**src/rtl/fetch_ctrl_if.sv**
```systemverilog
// Fetch-stage bundle: PC feedback, redirect, instruction-memory req/ack and decode valid/ready.
interface fetch_ctrl_if #(
   parameter int AW      = 8,
   parameter int INSTR_W = 32
);
   logic [AW-1:0]      pc_in;
   logic [AW-1:0]      pc_next;
   logic               redirect_valid;
   logic [AW-1:0]      redirect_pc;
   logic               imem_req;
   logic [AW-1:0]      imem_addr;
   logic               imem_ack;
   logic [INSTR_W-1:0] imem_rdata;
   logic               instr_valid;
   logic               instr_ready;
   logic [INSTR_W-1:0] instr_out;
   logic [AW-1:0]      instr_pc;

   modport master (
      input  pc_in, redirect_valid, redirect_pc, imem_ack, imem_rdata, instr_ready,
      output pc_next, imem_req, imem_addr, instr_valid, instr_out, instr_pc
   );

   modport slave (
      output pc_in, redirect_valid, redirect_pc, imem_ack, imem_rdata, instr_ready,
      input  pc_next, imem_req, imem_addr, instr_valid, instr_out, instr_pc
   );
endinterface

```
**src/rtl/fetch_ctrl.sv**
```systemverilog
// Fetch control: issues imem requests from the PC, registers the instruction for decode (1 cycle after ack),
// holds it until instr_ready; pc_next is combinational (hold / +4 / redirect), peak one instruction per 2 cycles.
module fetch_ctrl #(
   parameter int instr_MEM_width = 256,
   parameter int INSTR_W         = 32
) (
   input  logic          clk,
   input  logic          rst,
   fetch_ctrl_if.master  bus
);
   localparam int AW = $clog2(instr_MEM_width);
   localparam logic [AW-1:0] PC_STEP = AW'(4);

   typedef enum logic [1:0] {S_IDLE, S_REQ, S_HOLD, S_FLUSH} state_t;

   state_t             state, state_nxt;
   logic               instr_valid_q;
   logic [INSTR_W-1:0] instr_q;
   logic [AW-1:0]      instr_pc_q;
   logic [AW-1:0]      flush_addr;
   logic               ack_in_req;

   assign ack_in_req = (state == S_REQ) && bus.imem_ack;

   always_ff @(posedge clk or negedge rst) begin
      if (!rst) state <= S_IDLE;
      else      state <= state_nxt;
   end

   always_comb begin
      state_nxt = state;
      case (state)
         S_IDLE:  state_nxt = S_REQ;
         S_REQ: begin
            if (bus.redirect_valid) state_nxt = bus.imem_ack ? S_REQ : S_FLUSH;
            else if (bus.imem_ack)  state_nxt = S_HOLD;
         end
         S_HOLD: begin
            if (bus.redirect_valid || (instr_valid_q && bus.instr_ready)) state_nxt = S_REQ;
         end
         // A redirect here keeps draining the abandoned request; only its ack releases us.
         S_FLUSH: if (bus.imem_ack) state_nxt = S_REQ;
         default: state_nxt = S_IDLE;
      endcase
   end

   always_comb begin
      bus.imem_req  = (state == S_REQ) || (state == S_FLUSH);
      bus.imem_addr = (state == S_FLUSH) ? flush_addr : bus.pc_in;
      bus.pc_next   = bus.pc_in;
      if (bus.redirect_valid) bus.pc_next = bus.redirect_pc;
      else if (ack_in_req)    bus.pc_next = bus.pc_in + PC_STEP;
   end

   always_ff @(posedge clk or negedge rst) begin
      if (!rst) begin
         instr_valid_q <= 1'b0;
         instr_q       <= '0;
         instr_pc_q    <= '0;
         flush_addr    <= '0;
      end else begin
         if (bus.redirect_valid) begin
            instr_valid_q <= 1'b0;
         end else if (ack_in_req) begin
            instr_valid_q <= 1'b1;
            instr_q       <= bus.imem_rdata;
            instr_pc_q    <= bus.pc_in;
         end else if ((state == S_HOLD) && instr_valid_q && bus.instr_ready) begin
            instr_valid_q <= 1'b0;
         end
         if ((state == S_REQ) && bus.redirect_valid && !bus.imem_ack) flush_addr <= bus.pc_in;
      end
   end

   assign bus.instr_valid = instr_valid_q;
   assign bus.instr_out   = instr_q;
   assign bus.instr_pc    = instr_pc_q;
endmodule

```
**src/flat_wrapper.sv**
```systemverilog
// flat-port wrapper written by rule: the top's interface ports become plain ports
module fetch_ctrl_flat 
#(
   parameter int instr_MEM_width = 256,
   parameter int INSTR_W         = 32
)
  (clk, rst, bus_pc_in, bus_redirect_valid, bus_redirect_pc, bus_imem_ack, bus_imem_rdata, bus_instr_ready, bus_pc_next, bus_imem_req, bus_imem_addr, bus_instr_valid, bus_instr_out, bus_instr_pc);
  fetch_ctrl_if #(.AW(8), .INSTR_W(INSTR_W)) bus_i ();
  input  logic clk;
  input  logic rst;
  input wire logic [$bits(bus_i.pc_in)-1:0] bus_pc_in;
  input wire logic [$bits(bus_i.redirect_valid)-1:0] bus_redirect_valid;
  input wire logic [$bits(bus_i.redirect_pc)-1:0] bus_redirect_pc;
  input wire logic [$bits(bus_i.imem_ack)-1:0] bus_imem_ack;
  input wire logic [$bits(bus_i.imem_rdata)-1:0] bus_imem_rdata;
  input wire logic [$bits(bus_i.instr_ready)-1:0] bus_instr_ready;
  output wire logic [$bits(bus_i.pc_next)-1:0] bus_pc_next;
  output wire logic [$bits(bus_i.imem_req)-1:0] bus_imem_req;
  output wire logic [$bits(bus_i.imem_addr)-1:0] bus_imem_addr;
  output wire logic [$bits(bus_i.instr_valid)-1:0] bus_instr_valid;
  output wire logic [$bits(bus_i.instr_out)-1:0] bus_instr_out;
  output wire logic [$bits(bus_i.instr_pc)-1:0] bus_instr_pc;
  assign bus_i.pc_in = bus_pc_in;
  assign bus_i.redirect_valid = bus_redirect_valid;
  assign bus_i.redirect_pc = bus_redirect_pc;
  assign bus_i.imem_ack = bus_imem_ack;
  assign bus_i.imem_rdata = bus_imem_rdata;
  assign bus_i.instr_ready = bus_instr_ready;
  assign bus_pc_next = bus_i.pc_next;
  assign bus_imem_req = bus_i.imem_req;
  assign bus_imem_addr = bus_i.imem_addr;
  assign bus_instr_valid = bus_i.instr_valid;
  assign bus_instr_out = bus_i.instr_out;
  assign bus_instr_pc = bus_i.instr_pc;
  fetch_ctrl #(.instr_MEM_width(instr_MEM_width), .INSTR_W(INSTR_W)) u_core (.clk(clk), .rst(rst), .bus(bus_i));
endmodule
```
**config.mk**
```make
export PLATFORM = sky130hd
export DESIGN_NAME = fetch_ctrl_flat
export DESIGN_NICKNAME = d
export VERILOG_FILES = /design/src/rtl/fetch_ctrl_if.sv /design/src/rtl/fetch_ctrl.sv /design/src/flat_wrapper.sv
export SDC_FILE = /design/constraint.sdc
export NUM_CORES = 1
export LEC_CHECK = 0
export ABC_AREA = 1
export CORE_AREA = 10 10 84 86
export CTS_CLUSTER_DIAMETER = 80
export DETAILED_ROUTE_END_ITERATION = 8
export DIE_AREA = 0 0 94 96
export PLACE_DENSITY = 0.85
export SYNTH_ARGS = -nofsm -noshare
export SYNTH_HDL_FRONTEND = slang
export SYNTH_SLANG_ARGS = --single-unit
```
**constraint.sdc**
```tcl
create_clock -name clk -period 3.8 [get_ports clk]
set_input_delay 0.38 -clock clk [delete_from_list [all_inputs] [get_ports clk]]
set_output_delay 0.38 -clock clk [all_outputs]
set_load 0.005 [all_outputs]
```
* After elaboration in Yosys (flattened, before gate mapping)
Index checks and enable logic that the tools add are counted.
** Word-level totals
- Register bits :: 51
- Bits of input ports :: 53
- Word-level logic and storage cells :: 38
** Operators by class
- Add/sub/neg operators :: 1
- Eq/ne operators :: 6
- Muxes and demuxes :: 12
- Reductions and logical operators :: 13
- Bitwise operators :: 1
** Operators by type and width (count)
- 2-to-1 mux 8 bit :: 3
- 2-to-1 mux 2 bit :: 5
- adder 8 x 3 -> 8 bit, second input constant :: 1
- one-hot mux 2 bit (4 select lines) :: 1
- logical AND 1 bit :: 6
- equality test 2 bit, second input constant :: 2
- 2-to-1 mux 1 bit :: 3
- != test 3 bit, second input constant :: 1
- AND reduction 3 bit :: 1
- nonzero test 3 bit :: 1
- equality test 2 x 1 -> 1 bit, second input constant :: 1
- logical NOT 2 bit :: 1
- logical OR 1 bit :: 2
- != test 2 x 1 -> 1 bit, second input constant :: 1
- != test 2 bit, second input constant :: 1
- AND reduction 2 bit :: 1
- logical NOT 1 bit :: 1
- NOT 1 bit :: 1

* Logic depth before layout (Yosys ltp)
Gate-level depths: netlist (run 1).
- Word-level depth :: 6
- Gate-level depth with buffers :: 8

* Worst setup path before layout (run 1)
OpenSTA, ideal clock, no wires.
- Path type :: register -> output
- From :: register u_core.state[0]
- To :: output port bus_imem_addr[1]
- Arrival :: 1078 ps
- Cell stages (with the launch flop) :: 5
- Path buffers :: 1
- Path slack :: 2342 ps
- Path through :: dfrtp_1 nand2_1 clkbuf_1 nor2_1 a21oi_1
** On the way
- Word-level cells in the longest chain between the ends :: 2
** RTL lines
- start: declaration :: line fetch_ctrl.sv:16 : state_t state, state_nxt;
- start signal: assignment :: line fetch_ctrl.sv:27 : else state <= state_nxt;
- equality test 2 bit :: line fetch_ctrl.sv:49 : bus.imem_addr = (state == S_FLUSH) ? flush_addr : bus.pc_in;
- 2-to-1 mux 8 bit :: line fetch_ctrl.sv:49
- end: declaration :: line flat_wrapper.sv:19 : output wire logic [$bits(bus_i.imem_addr)-1:0] bus_imem_addr;
Every way passes these cells.

* Worst setup path in the final report (run 1)
- From :: input port bus_redirect_valid
- To :: output port bus_pc_next[2]
** On the way
- Word-level cells in the longest chain between the ends :: 1
** RTL lines
- start: declaration :: line flat_wrapper.sv:12 : input wire logic [$bits(bus_i.redirect_valid)-1:0] bus_redirect_valid;
- 2-to-1 mux 8 bit :: line fetch_ctrl.sv:51 : if (bus.redirect_valid) bus.pc_next = bus.redirect_pc;
- end: declaration :: line flat_wrapper.sv:17 : output wire logic [$bits(bus_i.pc_next)-1:0] bus_pc_next;
Every way passes these cells.

==> summary.md, run 1 <==
| Metric | Value |
|---|---|
| DR WL met2 | 3120 µm |
| FILL cells | 465 |
| Post-Syn Nets | 335 |
| Max-slew violations | 0 |
| Worst Hold Class | in2async |
| Register Area | 1280 µm² |
| Mean Syn Cell Area | 8.02 µm² |
| Yosys reg bits | 51 |
| CTS tree | done |
| Die Width | 94 µm |
| Sw Share | 31.8% |
| R2R cell count | 7 |
| Cell Int Power | 1660 µW |
| Finished Layout Cells | 459 |
| Synth area leaders | dfrtp_1 (57%), nand2_1 (24%), o21ai_0 (4.9%) |
| Skew final | 0.00474 ns |
| CTS root buf | clkbuf_8 |
| Total Nets Final | 441 |
| Area share of the largest cell type after synthesis | 56.6% |
| Seq pwr share | 39.3% |
| Post-synthesis sequential area ratio | 56.6% |
| Netlist Area Pre-Place | 2250 µm² |
| Full die area | 9020 µm² |
| Post-CTS setup buffer count | 0 |
| Period utilization | 71.8% |
| Die Ht | 96 µm |
| WL final | 6390 µm |
| Final Hold Viols | 0 |
| Max clock buf depth | 2 |
| Site row count | 27 |
| Multi-input logic area | 855 µm² |
| Area grow syn2layout | 54.6% |
| Placed cells | 452 |
| Crit-path most repeated cell | clkdlybuf4s50_1 |
| Count leader, synth | nand2_1 |
| Endpoints failing setup | 0 |
| Arrival @ worst endpoint | 2.35 ns |
| Drc violations | 0 |
| CP peak stage delay | 0.80 ns |
| Synth cell types | 18 |
| DR pass1 iterations | 4 |
| Synth area leader | dfrtp_1 |
| Ant. Diodes | 0 |
| Grt ovf | 0 |
| WP data required | 3.42 ns |
| Fmax achieved | 366 MHz |
| CTS sink cnt | 51 |
| Critical register-to-register path startpoint | u_core.state[1]$_DFFE_PN0P_ |
| R2R setup slack | 1.90 ns |
| Max-slew headroom | 26.3% |
| Top Ports | 111 |
| Ys async rst share | 100% |
| CTS buffer count | 5 |
| PD cells | 697 nW/µm² |
| Critical path's slowest cell | clkdlybuf4s50_1 |
| Routed WL per cell | 13.9 µm |
| First-pass GRT wire length | 10100 µm |
| Port-buffer cells | 110 |
| Worst-path cell chain | clkdlybuf4s50_1, clkinv_1, a31oi_1, clkdlybuf4s50_1 |
| Initial antenna violation count | 0 |
| Via count | 2151 |
| Worst-path fanout max | 14 |
| Synth cell count leaders | nand2_1 (143), dfrtp_1 (51), o21ai_0 (22), inv_1 (13) |
| Comb power frac | 45.9% |
| Core Util, Final | 64.4% |
| Hold Buf Count CTS | 0 |
| Vias in the first global route | 2128 |
| Clk_lat worst skew | 0.30 ns |
| Syn Inst Count | 281 |
| Share of layout cells above drive strength 1 | 2.84% |
| Initial Utilization | 41.7% |
| Post-route setup TNS | 0 ns |
| Overall routing resource usage | 13.8% |
| Vias/cell | 4.69 |
| Crit path time final | 2.73 ns |
| Status | finished clean |
| Core Region | 5410 µm² |
| Max Used Layer | met4 |
| # resized after CTS | 0 |
| R2r endpoint | u_core.bus.instr_pc[5]$_DFFE_PN0P_ |
| Worst-Margin Slew | 1.11 ns |
| Max Cap Viol | 0 |
| Startpoint Class | primary input |
| Number of synthesized flops with an enable pin | 0 |
| Worst hold margin | 0.289 ns |
| H-tree depth | 2 |
| Initial drt markers | 107 |
| Met3 routed WL | 667 µm |
| Final ANT Viol Nets | 0 |
| Crit path capture type | primary output |
| WS Path Type | in2out |
| Clock Pin Slew Worst Setup and Hold Paths | 0.09 ns |
| P_leak | 0.00168 µW |
| Placed wire-length estimate | 4860 µm |
| Gp weighted congestion | 0.859 |
| Yosys warning count | 0 |
| Synth Flop Type | dfrtp_1 |
| WL met1 | 2500 µm |
| Maximum VDD drop | 0.356 mV |
| RSZ-0062 raised after global routing | false |
| Power share of the clock group | 14.7% |
| Largest net degree at the start of global routing | 52 |
| Sw Pwr | 772 µW |
[kinds of logic (layout without fill, tap and decap cells)]
group	after synthesis	in the layout	synth area share, %
adder cells (fa/ha/maj)	1	1	0.555
AND/OR/NAND/NOR	169	169	29.9
buffers and inverters	27	133	5.44
flip-flops	51	51	56.6
AO/OA/AOI/OAI	33	33	7.50
[routing by layer]
layer / vias to the layer above / global-route usage [%]
met1: 985 / 15.6
met3: 10 / 5.91
met4: 0 / 4.68
li1: 1086 / -
met2: 70 / 23.0
met5: - / 0
[state kept, by name, summed over array words and instances (netlist names)]
register                flops
u_core.bus.instr_out       32
u_core.bus.instr_pc         8
u_core.bus.instr_valid      1
u_core.flush_addr           8
u_core.state                2
[through the flow]
stage | total power (µW) | area, µm² | setup slack [ns]
3_5_place_dp | 2100 | 3380 | 1.05
4_1_cts | 2470 | 3480 | 1.05
5_1_grt | 2630 | 3480 | 0.947
2_1_floorplan | 1360 | 2250 | 2.34
3_3_place_gp | 2060 | 3380 | 1.12
6_report | 2430 | 3480 | 1.07
[layout make-up]
| type | instances | area share [%] |
|---|---|---|
| flip-flops and latches | 51 | 36.6 |
| repair buffers | 111 | 31.7 |
| multi-input cells | 203 | 24.5 |
| well taps | 72 | 2.59 |
| clock buffers | 6 | 2.08 |
| inverters | 15 | 1.62 |
| clock inverters | 1 | 0.862 |
[cell usage in the layout, fill, tap and decap left out, types with 3 or more instances in the layout]
cell type,synthesis,layout
a21oi_1,8,8
a31oi_1,3,3
clkbuf_8,0,5
clkdlybuf4s50_1,0,109
dfrtp_1,51,51
inv_1,13,13
nand2_1,143,143
nand3_1,11,11
nor2_1,11,11
o21ai_0,22,22
[power by group through the flow]
stage,combinational [µW],clock [µW],sequential (µW)
after floorplan,384,0,971
after global placement,1120,0,949
after detailed placement,1140,0,962
after CTS,1140,368,955
after global routing,1250,390,986
final,1120,358,954
[worst max path at each step]
stage / slack [ns] / from / cells past startpoint / endpoint
6_report: 1.07 / bus_redirect_valid / 4 / bus_pc_next[2]
5_1_grt: 0.95 / bus_redirect_valid / 4 / bus_pc_next[2]
4_1_cts: 1.05 / bus_redirect_valid / 4 / bus_pc_next[2]
3_5_place_dp: 1.05 / bus_redirect_valid / 4 / bus_pc_next[2]
3_3_place_gp: 1.12 / bus_redirect_valid / 4 / bus_pc_next[2]
2_1_floorplan: 2.34 / u_core.state[0]$_DFFE_PN0P_ / 4 / bus_imem_addr[1]
[worst max-delay path: cells and delay by family]
kind,cells,cell delay (ns)
buffers and inverters,3,1.71
AO/OA/AOI/OAI,1,0.25
(Power assumes the default switching activity.)
==> inputs of run 2 (changes only) <==
--- a/config.mk
+++ b/config.mk
@@ -6,11 +6,11 @@
 export NUM_CORES = 1
 export LEC_CHECK = 0
 export ABC_AREA = 1
-export CORE_AREA = 10 10 84 86
+export CORE_AREA = 10 10 91 93
 export CTS_CLUSTER_DIAMETER = 80
 export DETAILED_ROUTE_END_ITERATION = 8
-export DIE_AREA = 0 0 94 96
-export PLACE_DENSITY = 0.85
+export DIE_AREA = 0 0 101 103
+export PLACE_DENSITY = 0.75
 export SYNTH_ARGS = -nofsm -noshare
 export SYNTH_HDL_FRONTEND = slang
 export SYNTH_SLANG_ARGS = --single-unit
==> constraint.sdc (replaced) <==
create_clock -name clk -period 2.42 [get_ports clk]
set_input_delay 0.242 -clock clk [delete_from_list [all_inputs] [get_ports clk]]
set_output_delay 0.242 -clock clk [all_outputs]
set_load 0.005 [all_outputs]
==> summary.md, run 2 (synthesis results as in run 1) <==
| Metric | Value |
|---|---|
| Routed WL per cell | 13.8 µm (was 13.9 µm) |
| Final ANT Viol Nets | 0 (unchanged) |
| Status | finished clean (unchanged) |
| Site row count | 30 (was 27) |
| Vias/cell | 4.58 (was 4.69) |
| Crit path capture type | primary output (unchanged) |
| P_leak | 0.00170 µW (was 0.00168 µW) |
| Startpoint Class | flip-flop (was primary input) |
| Overall routing resource usage | 12.5% (was 13.8%) |
| Final Hold Viols | 0 (unchanged) |
| Area grow syn2layout | 55.9% (was 54.6%) |
| Total Nets Final | 444 (was 441) |
| Initial drt markers | 83 (was 107) |
| Via count | 2151 (unchanged) |
| Share of layout cells above drive strength 1 | 3.85% (was 2.84%) |
| Fmax achieved | 452 MHz |
| Die Ht | 103 µm (was 96 µm) |
| RSZ-0062 raised after global routing | false (unchanged) |
| H-tree depth | 2 (unchanged) |
| Port-buffer cells | 110 (unchanged) |
| Die Width | 101 µm (was 94 µm) |
| Worst Hold Class | in2async (unchanged) |
| Clk_lat worst skew | 0.30 ns (about the same) |
| DR pass1 iterations | 4 (unchanged) |
| CTS root buf | clkbuf_8 (unchanged) |
| Hold Buf Count CTS | 0 (unchanged) |
| Grt ovf | 0 (unchanged) |
| Largest net degree at the start of global routing | 43 (was 52) |
| Skew final | 0.00862 ns (was 0.00474 ns) |
| Period utilization | 91.4% |
| Ant. Diodes | 0 (unchanged) |
| Worst-Margin Slew | 0.936 ns (was 1.11 ns) |
| Max Cap Viol | 0 (unchanged) |
| Worst-path fanout max | 16 (was 14) |
| CTS buffer count | 5 (unchanged) |
| # resized after CTS | 0 (unchanged) |
| Vias in the first global route | 2219 (was 2128) |
| Endpoints failing setup | 0 (unchanged) |
| CTS tree | done (unchanged) |
| Initial antenna violation count | 0 (unchanged) |
| Gp weighted congestion | 0.723 (was 0.859) |
| Clock Pin Slew Worst Setup and Hold Paths | 0.09 ns (about the same) |
| Arrival @ worst endpoint | 1.97 ns (was 2.35 ns) |
| Most frequent cells in the layout | nand2_1 (143), clkdlybuf4s50_1 (109), dfrtp_1 (51), o21ai_0 (22), inv_1 (13) (unchanged) |
| Crit path time final | 2.21 ns |
| Worst hold margin | 0.0882 ns (was 0.289 ns) |
| Initial Utilization | 34.3% (was 41.7%) |
| Core Region | 6570 µm² (was 5410 µm²) |
| Post-route setup TNS | 0 ns (unchanged) |
| CTS sink cnt | 51 (unchanged) |
| Maximum VDD drop | 0.557 mV (was 0.356 mV) |
| Drc violations | 0 (unchanged) |
| Post-CTS setup buffer count | 0 (unchanged) |
| Commonest non-fill, non-tap cell in the layout | nand2_1 (unchanged) |
| Top Ports | 111 (unchanged) |
| Full die area | 10400 µm² (was 9020 µm²) |
| Max clock buf depth | 2 (unchanged) |
| Max-slew violations | 0 (unchanged) |
| Flip-flop count of the largest register after layout | 32 (unchanged) |
| WP data required | 2.18 ns (was 3.42 ns) |
| Max-slew headroom | 37.6% (was 26.3%) |
| WS Path Type | reg2out (was in2out) |
| Placed wire-length estimate | 5130 µm (was 4860 µm) |
| WL final | 6500 µm (was 6390 µm) |
| PD cells | 1070 nW/µm² (was 697 nW/µm²) |
| First-pass GRT wire length | 10700 µm (was 10100 µm) |
-- run 2: area by class of cell --
type | count | area (µm²)
clock buffers | 6 | 82.6
multi-input cells | 203 | 855
clock inverters | 1 | 5.00
repair buffers | 114 | 1140
well taps | 80 | 100
fillers | 614 | 3060
flip-flops and latches | 51 | 1280
inverters | 15 | 56.3
-- run 2: critical path: stages, from the launching register on --
cell	delay, ns
dfrtp_1	0.48
nand2_1	0.35
a21oi_1	0.29
clkdlybuf4s50_1	0.55
-- run 2: routing by layer --
| layer | GRT usage, % | vias up | part of all wire, % |
|---|---|---|---|
| met3 | 6.97 | 3 | 12 |
| li1 | - | 1090 | - |
| met5 | 0 | - | 0 |
| met2 | 21.3 | 73 | 50 |
| met1 | 13.5 | 985 | 38 |
| met4 | 2.25 | 0 | 0.35 |
-- run 2: worst paths after layout --
check                                               startpoint                              endpoint  slack, ns  cells after the start
max                                u_core.state[0]$_DFFE_PN0P_                      bus_imem_addr[2]       0.21                      3
min                                                        rst      u_core.flush_addr[0]$_DFFE_PN0P_       0.09                      1
max reg2reg                        u_core.state[1]$_DFFE_PN0P_      u_core.flush_addr[0]$_DFFE_PN0P_       0.96                      5
min reg2reg                u_core.bus.instr_out[1]$_DFFE_PN0P_   u_core.bus.instr_out[1]$_DFFE_PN0P_       0.47                      2
max in group asynchronous                                  rst  u_core.bus.instr_out[11]$_DFFE_PN0P_       1.65                      2
min in group clk                            bus_imem_rdata[13]  u_core.bus.instr_out[13]$_DFFE_PN0P_       0.47                      3
-- run 2: report_power, final --
| group | internal (µW) | switching (µW) | total, µW |
|---|---|---|---|
| logic | 1040 | 730 | 1770 |
| registers | 1270 | 227 | 1500 |
| clock network | 225 | 264 | 489 |
| total | 2540 | 1220 | 3760 |
-- run 2: stage by stage --
stage	cells	setup slack (ns)	utilization [%]	cell area, µm²	total power, µW
floorplan	281	1.10	-	2250	2130
global placement	463	0.340	52.2	3430	3270
detailed placement	463	0.290	52.2	3430	3330
CTS	470	0.198	53.5	3510	3830
global route	470	0.00460	53.5	3510	4110
finish	470	0.208	53.5	3510	3760
